[src/rtl/adaptive_threshold_if.sv]
// adaptive_threshold_if: start/status handshake plus source, mean and result memory ports.
interface adaptive_threshold_if #(
    parameter int WIDTH_BITS  = 8,
    parameter int HEIGHT_BITS = 8
);
    logic                   start;
    logic                   busy;
    logic                   finished;
    logic [WIDTH_BITS-1:0]  oImageCol;
    logic [HEIGHT_BITS-1:0] oImageRow;
    logic [7:0]             iImageData;
    logic [WIDTH_BITS-1:0]  oMeanCol;
    logic [HEIGHT_BITS-1:0] oMeanRow;
    logic [7:0]             iMeanData;
    logic [WIDTH_BITS-1:0]  oResultCol;
    logic [HEIGHT_BITS-1:0] oResultRow;
    logic [7:0]             oResultData;
    logic                   oResultWren;

    modport master (
        input  start, iImageData, iMeanData,
        output busy, finished, oImageCol, oImageRow, oMeanCol, oMeanRow,
               oResultCol, oResultRow, oResultData, oResultWren
    );

    modport slave (
        output start, iImageData, iMeanData,
        input  busy, finished, oImageCol, oImageRow, oMeanCol, oMeanRow,
               oResultCol, oResultRow, oResultData, oResultWren
    );
endinterface

[src/rtl/adaptive_threshold.sv]
// adaptive_threshold: binarises each pixel against its 3x3 local mean, one pixel per clock.
// Optional ADAPTIVE_THRESHOLD_OFFSET_EN lowers the threshold by C, saturating at 0.
module adaptive_threshold #(
    parameter int         WIDTH_BITS  = 8,
    parameter int         HEIGHT_BITS = 8,
    parameter int         WIDTH       = 2**WIDTH_BITS,
    parameter int         HEIGHT      = 2**HEIGHT_BITS,
    parameter logic [7:0] C           = 8'd2
) (
    input logic                  clock,
    input logic                  reset,
    adaptive_threshold_if.master bus
);
    localparam int              PB   = WIDTH_BITS + HEIGHT_BITS;
    localparam logic [PB-1:0]   LAST = PB'(WIDTH * HEIGHT - 1);

    typedef enum logic [1:0] {IDLE, RUN, DRAIN, DONE} state_t;

    state_t          r_state, w_next;
    logic [PB-1:0]   r_rd_pos, r_wr_pos, r_res_pos;
    logic            r_rd_valid, r_wren;
    logic [7:0]      r_res_data, w_thr;
    logic            w_fg;

`ifdef ADAPTIVE_THRESHOLD_OFFSET_EN
    logic signed [8:0] w_diff;
    assign w_diff = $signed({1'b0, bus.iMeanData}) - $signed({1'b0, C});
    assign w_thr  = w_diff[8] ? 8'd0 : w_diff[7:0];
`else
    logic w_unused_c;
    assign w_unused_c = ^C;
    assign w_thr      = bus.iMeanData;
`endif

    assign w_fg = {1'b0, bus.iImageData} > {1'b0, w_thr};

    always_ff @(posedge clock or negedge reset)
        if (!reset) r_state <= IDLE;
        else        r_state <= w_next;

    // DONE holds until the final strobe has retired so finished is never skipped
    always_comb begin
        w_next = r_state;
        case (r_state)
            IDLE:    w_next = bus.start ? RUN : IDLE;
            RUN:     w_next = (r_rd_pos == LAST) ? DRAIN : RUN;
            DRAIN:   w_next = DONE;
            DONE:    w_next = (!bus.start && !r_wren) ? IDLE : DONE;
            default: w_next = IDLE;
        endcase
    end

    always_ff @(posedge clock or negedge reset) begin
        if (!reset) begin
            r_rd_pos   <= '0;
            r_wr_pos   <= '0;
            r_rd_valid <= 1'b0;
            r_wren     <= 1'b0;
            r_res_pos  <= '0;
            r_res_data <= 8'd0;
        end else begin
            r_rd_pos   <= (r_state == IDLE) ? '0 :
                          (r_state == RUN && r_rd_pos != LAST) ? r_rd_pos + 1'b1 : r_rd_pos;
            r_wr_pos   <= r_rd_pos;
            r_rd_valid <= (r_state == RUN);
            r_wren     <= r_rd_valid;
            if (r_rd_valid) begin
                r_res_pos  <= r_wr_pos;
                r_res_data <= w_fg ? 8'hFF : 8'h00;
            end
        end
    end

    assign bus.oImageCol   = r_rd_pos[WIDTH_BITS-1:0];
    assign bus.oImageRow   = r_rd_pos[PB-1:WIDTH_BITS];
    assign bus.oMeanCol    = r_rd_pos[WIDTH_BITS-1:0];
    assign bus.oMeanRow    = r_rd_pos[PB-1:WIDTH_BITS];
    assign bus.oResultCol  = r_res_pos[WIDTH_BITS-1:0];
    assign bus.oResultRow  = r_res_pos[PB-1:WIDTH_BITS];
    assign bus.oResultData = r_res_data;
    assign bus.oResultWren = r_wren;
    assign bus.busy        = (r_state == RUN) || (r_state == DRAIN) || r_wren;
    assign bus.finished    = (r_state == DONE) && !r_wren;
endmodule

[src/flat_wrapper.sv]
// flat-port wrapper written by rule: the top's interface ports become plain ports
module adaptive_threshold_flat 
#(
    parameter int         WIDTH_BITS  = 8,
    parameter int         HEIGHT_BITS = 8,
    parameter int         WIDTH       = 2**WIDTH_BITS,
    parameter int         HEIGHT      = 2**HEIGHT_BITS,
    parameter logic [7:0] C           = 8'd2
)
  (clock, reset, bus_start, bus_iImageData, bus_iMeanData, bus_busy, bus_finished, bus_oImageCol, bus_oImageRow, bus_oMeanCol, bus_oMeanRow, bus_oResultCol, bus_oResultRow, bus_oResultData, bus_oResultWren);
  adaptive_threshold_if #(.WIDTH_BITS(WIDTH_BITS), .HEIGHT_BITS(HEIGHT_BITS)) bus_i ();
  input logic clock;
  input logic reset;
  input wire logic [$bits(bus_i.start)-1:0] bus_start;
  input wire logic [$bits(bus_i.iImageData)-1:0] bus_iImageData;
  input wire logic [$bits(bus_i.iMeanData)-1:0] bus_iMeanData;
  output wire logic [$bits(bus_i.busy)-1:0] bus_busy;
  output wire logic [$bits(bus_i.finished)-1:0] bus_finished;
  output wire logic [$bits(bus_i.oImageCol)-1:0] bus_oImageCol;
  output wire logic [$bits(bus_i.oImageRow)-1:0] bus_oImageRow;
  output wire logic [$bits(bus_i.oMeanCol)-1:0] bus_oMeanCol;
  output wire logic [$bits(bus_i.oMeanRow)-1:0] bus_oMeanRow;
  output wire logic [$bits(bus_i.oResultCol)-1:0] bus_oResultCol;
  output wire logic [$bits(bus_i.oResultRow)-1:0] bus_oResultRow;
  output wire logic [$bits(bus_i.oResultData)-1:0] bus_oResultData;
  output wire logic [$bits(bus_i.oResultWren)-1:0] bus_oResultWren;
  assign bus_i.start = bus_start;
  assign bus_i.iImageData = bus_iImageData;
  assign bus_i.iMeanData = bus_iMeanData;
  assign bus_busy = bus_i.busy;
  assign bus_finished = bus_i.finished;
  assign bus_oImageCol = bus_i.oImageCol;
  assign bus_oImageRow = bus_i.oImageRow;
  assign bus_oMeanCol = bus_i.oMeanCol;
  assign bus_oMeanRow = bus_i.oMeanRow;
  assign bus_oResultCol = bus_i.oResultCol;
  assign bus_oResultRow = bus_i.oResultRow;
  assign bus_oResultData = bus_i.oResultData;
  assign bus_oResultWren = bus_i.oResultWren;
  adaptive_threshold #(.WIDTH_BITS(WIDTH_BITS), .HEIGHT_BITS(HEIGHT_BITS), .WIDTH(WIDTH), .HEIGHT(HEIGHT), .C(C)) u_core (.clock(clock), .reset(reset), .bus(bus_i));
endmodule
[config.mk]
export PLATFORM = sky130hd
export DESIGN_NAME = adaptive_threshold_flat
export DESIGN_NICKNAME = d
export VERILOG_FILES = /design/src/rtl/adaptive_threshold_if.sv /design/src/rtl/adaptive_threshold.sv /design/src/flat_wrapper.sv
export SDC_FILE = /design/constraint.sdc
export NUM_CORES = 1
export LEC_CHECK = 0
export CELL_PAD_IN_SITES_DETAIL_PLACEMENT = 0
export CELL_PAD_IN_SITES_GLOBAL_PLACEMENT = 1
export CORE_MARGIN = 2
export CORE_UTILIZATION = 36
export DETAILED_ROUTE_END_ITERATION = 6
export PLACE_DENSITY = 0.83
export SLEW_MARGIN = 10
export SYNTH_ARGS = -nofsm -noshare
export SYNTH_HDL_FRONTEND = slang
export SYNTH_SLANG_ARGS = --single-unit
[constraint.sdc]
create_clock -name clock -period 2.3 [get_ports clock]
set_input_delay 0.69 -clock clock [delete_from_list [all_inputs] [get_ports clock]]
set_output_delay 0.69 -clock clock [all_outputs]
set_load 0.02 [all_outputs]
==> impl_metrics.tcl <==
set metrics [dict create \
    dp_slack_ps -63.86 \
    rsz0062_at_grt "no" \
    avgSynthCellArea_sq_um 11.64 \
    grt_usage_pct 13.51 \
    start_util_pct 37.47 \
    num_vias 1806 \
    clkPwrFrac_pct 21.2 \
    worstReg2RegStart "u_core.r_rd_pos[1]" \
    cp.buffers_inverters 1 \
    htree_levels 2 \
    drv_slew 0 \
    seq_power_share_pct 42.9 \
    seq_area_frac_synth_pct 51.81 \
    drt_iter0_drc 54 \
    dieArea_sq_um 7801 \
    dp_hpwl_um 3802 \
    n_antenna_cell 0 \
    rows 30 \
    fin_skew_ps 6.880 \
    finalHoldViolCount 0 \
    leakage_nw 1.537 \
    core_area_sq_um 6832 \
    clockBufferDepth 2 \
    antenna_found_initial 0 \
    synthesis.nets 252 \
    ff2ff_path_depth 5 \
    grt_max_degree 36 \
    wl_um 5090 \
    slew_headroom_pct 55.64 \
    setup_violations 0 \
    ioPinCount 78 \
    rrSetupSlack_ps 460 \
    grt_pass1_vias 1599 \
    netlist_instances 220 \
    p_int_mw 1.683 \
    r2r_end "u_core.r_rd_pos[14]" \
    required_ps 1610 \
    numClockSinks 53 \
    max_slew.worst_pin.slew_ps 665.5 \
    slowest_delay_ps 670 \
    die_w_um 88.33 \
    ir_worst_vdd_mv 0.2975 \
    hold_buffers 0 \
    yosys_warnings 0 \
    gp_congestion 0.7783 \
    cp_top_family "buffers and inverters" \
    path_max_fanout 9 \
    hp-class "input pin to asynchronous set/reset pin" \
    combPwrFrac_pct 35.8 \
    p_total_mw 2.552 \
    dr.pass1.iters 4 \
    powerDensity_nw_per_um2 750.8 \
    overflow 0 \
    ys_ff_latch 53 \
    outcome "finished, final reports clean" \
    port_buffers 77 \
    fmax_ghz 0.4536 \
    hold_ws_ps 326.3 \
    syn_area_sq_um 2560 \
    routedWlPerCell_um 13.39 \
    slowest_stage "clkdlybuf4s50_1" \
    nets 315 \
    crit_chain "clkdlybuf4s50_1" \
    p_sw_uw 869.7 \
    ant_nets 0 \
    synthToLayoutAreaGrowth_pct 32.80 \
    critical_path_class "flop to output port" \
    path_clk_slew_ps 90 \
    remaining_drc_errors 0 \
    insertion_delay_ps 310 \
    critical_path_arrival_ps 1510 \
    die-height_um 88.33 \
    grt_pass1_wl_um 8148 \
    critPathCaptureType "output port" \
    drv_cap 0 \
    cts_tree "built" \
    drt-vias-per-instance 4.753 \
    ys_types 45 \
    worst_slack_ps 95.47 \
    drive_above_1_share_pct 15.49 \
    clk_root_buffer_cell "clkbuf_8" \
    cts_buffers 5 \
    fin_crit_sh_pct 95.85 \
    swShare_pct 34.08 \
    min_period_ps 2205 \
    worst_setup_path_start_kind "flop" \
]
## state kept, by name, indices dropped and copies added (netlist names)
register,count
u_core.r_rd_pos,16
u_core.bus.oResultData,1
u_core.r_rd_valid,1
u_core.bus.oResultWren,1
u_core.r_res_pos,16
u_core.r_state,2
u_core.r_wr_pos,16
## layer usage
layer	up-vias	global-route usage (%)	share of wire, %
li1	895	-	-
met1	871	18.94	46
met2	34	21.39	49
met3	6	2.239	2.9
met4	0	4.545	1.3
met5	-	0	0
## layout by cell type, fill, tap and decap left out, drive strengths merged, types with 4 or more instances in the layout
master | synthesis | layout
buf | 26 | 11
nor2b | 4 | 4
inv | 14 | 15
ha | 13 | 13
and3 | 5 | 5
clkdlybuf4s50 | 0 | 74
clkbuf | 4 | 5
nand3 | 7 | 7
or4 | 6 | 6
dfrtp | 53 | 53
or3 | 5 | 5
a21oi | 11 | 11
nor2 | 6 | 6
nand4 | 7 | 7
mux2 | 17 | 17
nand2 | 7 | 7
o31ai | 6 | 6
o21ai | 6 | 6
## repair_timing
action | in CTS | in global routing
pin swaps | 0 | 0
resized for setup | 4 | 1
gates cloned | 0 | 0
setup endpoints to repair | 2 | 1
setup buffers | 0 | 2
## area by class of cell
| type | instances | area [sq um] |
|---|---|---|
| inverter | 14 | 52.55 |
| tap | 96 | 120.1 |
| timing repair buffer | 86 | 839.6 |
| fill | 653 | 3432 |
| multi-input combinational | 123 | 965.9 |
| sequential | 53 | 1326 |
| clock inverter | 3 | 26.28 |
| clock buffer | 5 | 68.82 |
## synth_stat cells
cell       number  area, sq um
a2111oi_0       1        8.760
a211oi_1        1        7.510
a21o_1          1        7.510
a21oi_1        11        55.05
a2bb2oi_1       1        8.760
a31oi_1         3        18.77
a41o_1          1        10.01
and2_1          1        6.260
and3_1          3        18.77
and3_2          1        7.510
and3_4          1        11.26
and4_1          2        17.52
buf_2           1        5.000
buf_4          23        172.7
buf_6           2        22.52
clkbuf_1        4        15.01
dfrtp_1        53         1326
ha_1           13        162.7
inv_1          14        52.55
mux2_1          1        11.26
mux2_2         16        180.2
mux2i_1         1        10.01
nand2_1         7        26.28
nand3_1         6        30.03
nand3_4         1        17.52
nand4_1         5        31.28
nand4_2         2        25.02
nor2_1          6        22.52
nor2b_1         3        18.77
nor2b_2         1        8.760
nor3_1          2        10.01
nor3_2          1        10.01
nor4_2          1        12.51
o211a_1         1        10.01
o211ai_1        1        7.510
o21a_1          1        7.510
o21ai_0         3        15.01
o21ai_1         3        15.01
o22a_1          1        8.760
o31ai_1         6        45.04
o32a_1          1        10.01
or2_2           1        6.260
or3_1           5        31.28
or4_1           6        45.04
or4b_1          1        10.01
## power by group through the flow
stage	Sequential, mW	Clock (mW)	Combinational, mW
final	1.10	0.542	0.914
after detailed placement	1.12	0	0.906
after global routing	1.11	0.606	0.984
after global placement	1.11	0	0.902
after floorplan	1.16	0	0.543
after CTS	1.10	0.564	0.906
## stage by stage
| step | TNS (ps) | area, sq um | std cells | util (%) |
|---|---|---|---|---|
| floorplan | 0 | 2560 | 220 | - |
| global placement | -4.166 | 3296 | 370 | 48.24 |
| global route | 0 | 3400 | 380 | 49.76 |
| CTS | 0 | 3391 | 378 | 49.63 |
| finish | 0 | 3400 | 380 | 49.76 |
| detailed placement | -63.86 | 3296 | 370 | 48.24 |
## worst max-delay path by stage
stage | startpoint | end | slack [ps] | cells past startpoint
after floorplan | u_core.r_state[1] | u_core.r_rd_pos[14] | 440 | 7
after CTS | u_core.r_state[0] | bus_busy | 20 | 4
after detailed placement | bus_iMeanData[6] | u_core.bus.oResultData[6] | -60 | 6
after global routing | u_core.r_rd_pos[9] | bus_oMeanRow[1] | 20 | 1
final | u_core.r_rd_pos[9] | bus_oImageRow[1] | 100 | 1
after global placement | bus_iMeanData[6] | u_core.bus.oResultData[6] | -4 | 6
## logic make-up (layout without fill, tap and decap cells)
family          Yosys count  in the layout  share of synthesized area, %
simple gates             56             56                         14.32
buf+inv                  44            108                         10.46
fa+ha+maj                13             13                         6.354
mux                      18             18                         7.869
compound gates           36             36                         9.189
flops                    53             53                         51.81
No activity file was read; power rests on OpenSTA's default activity.
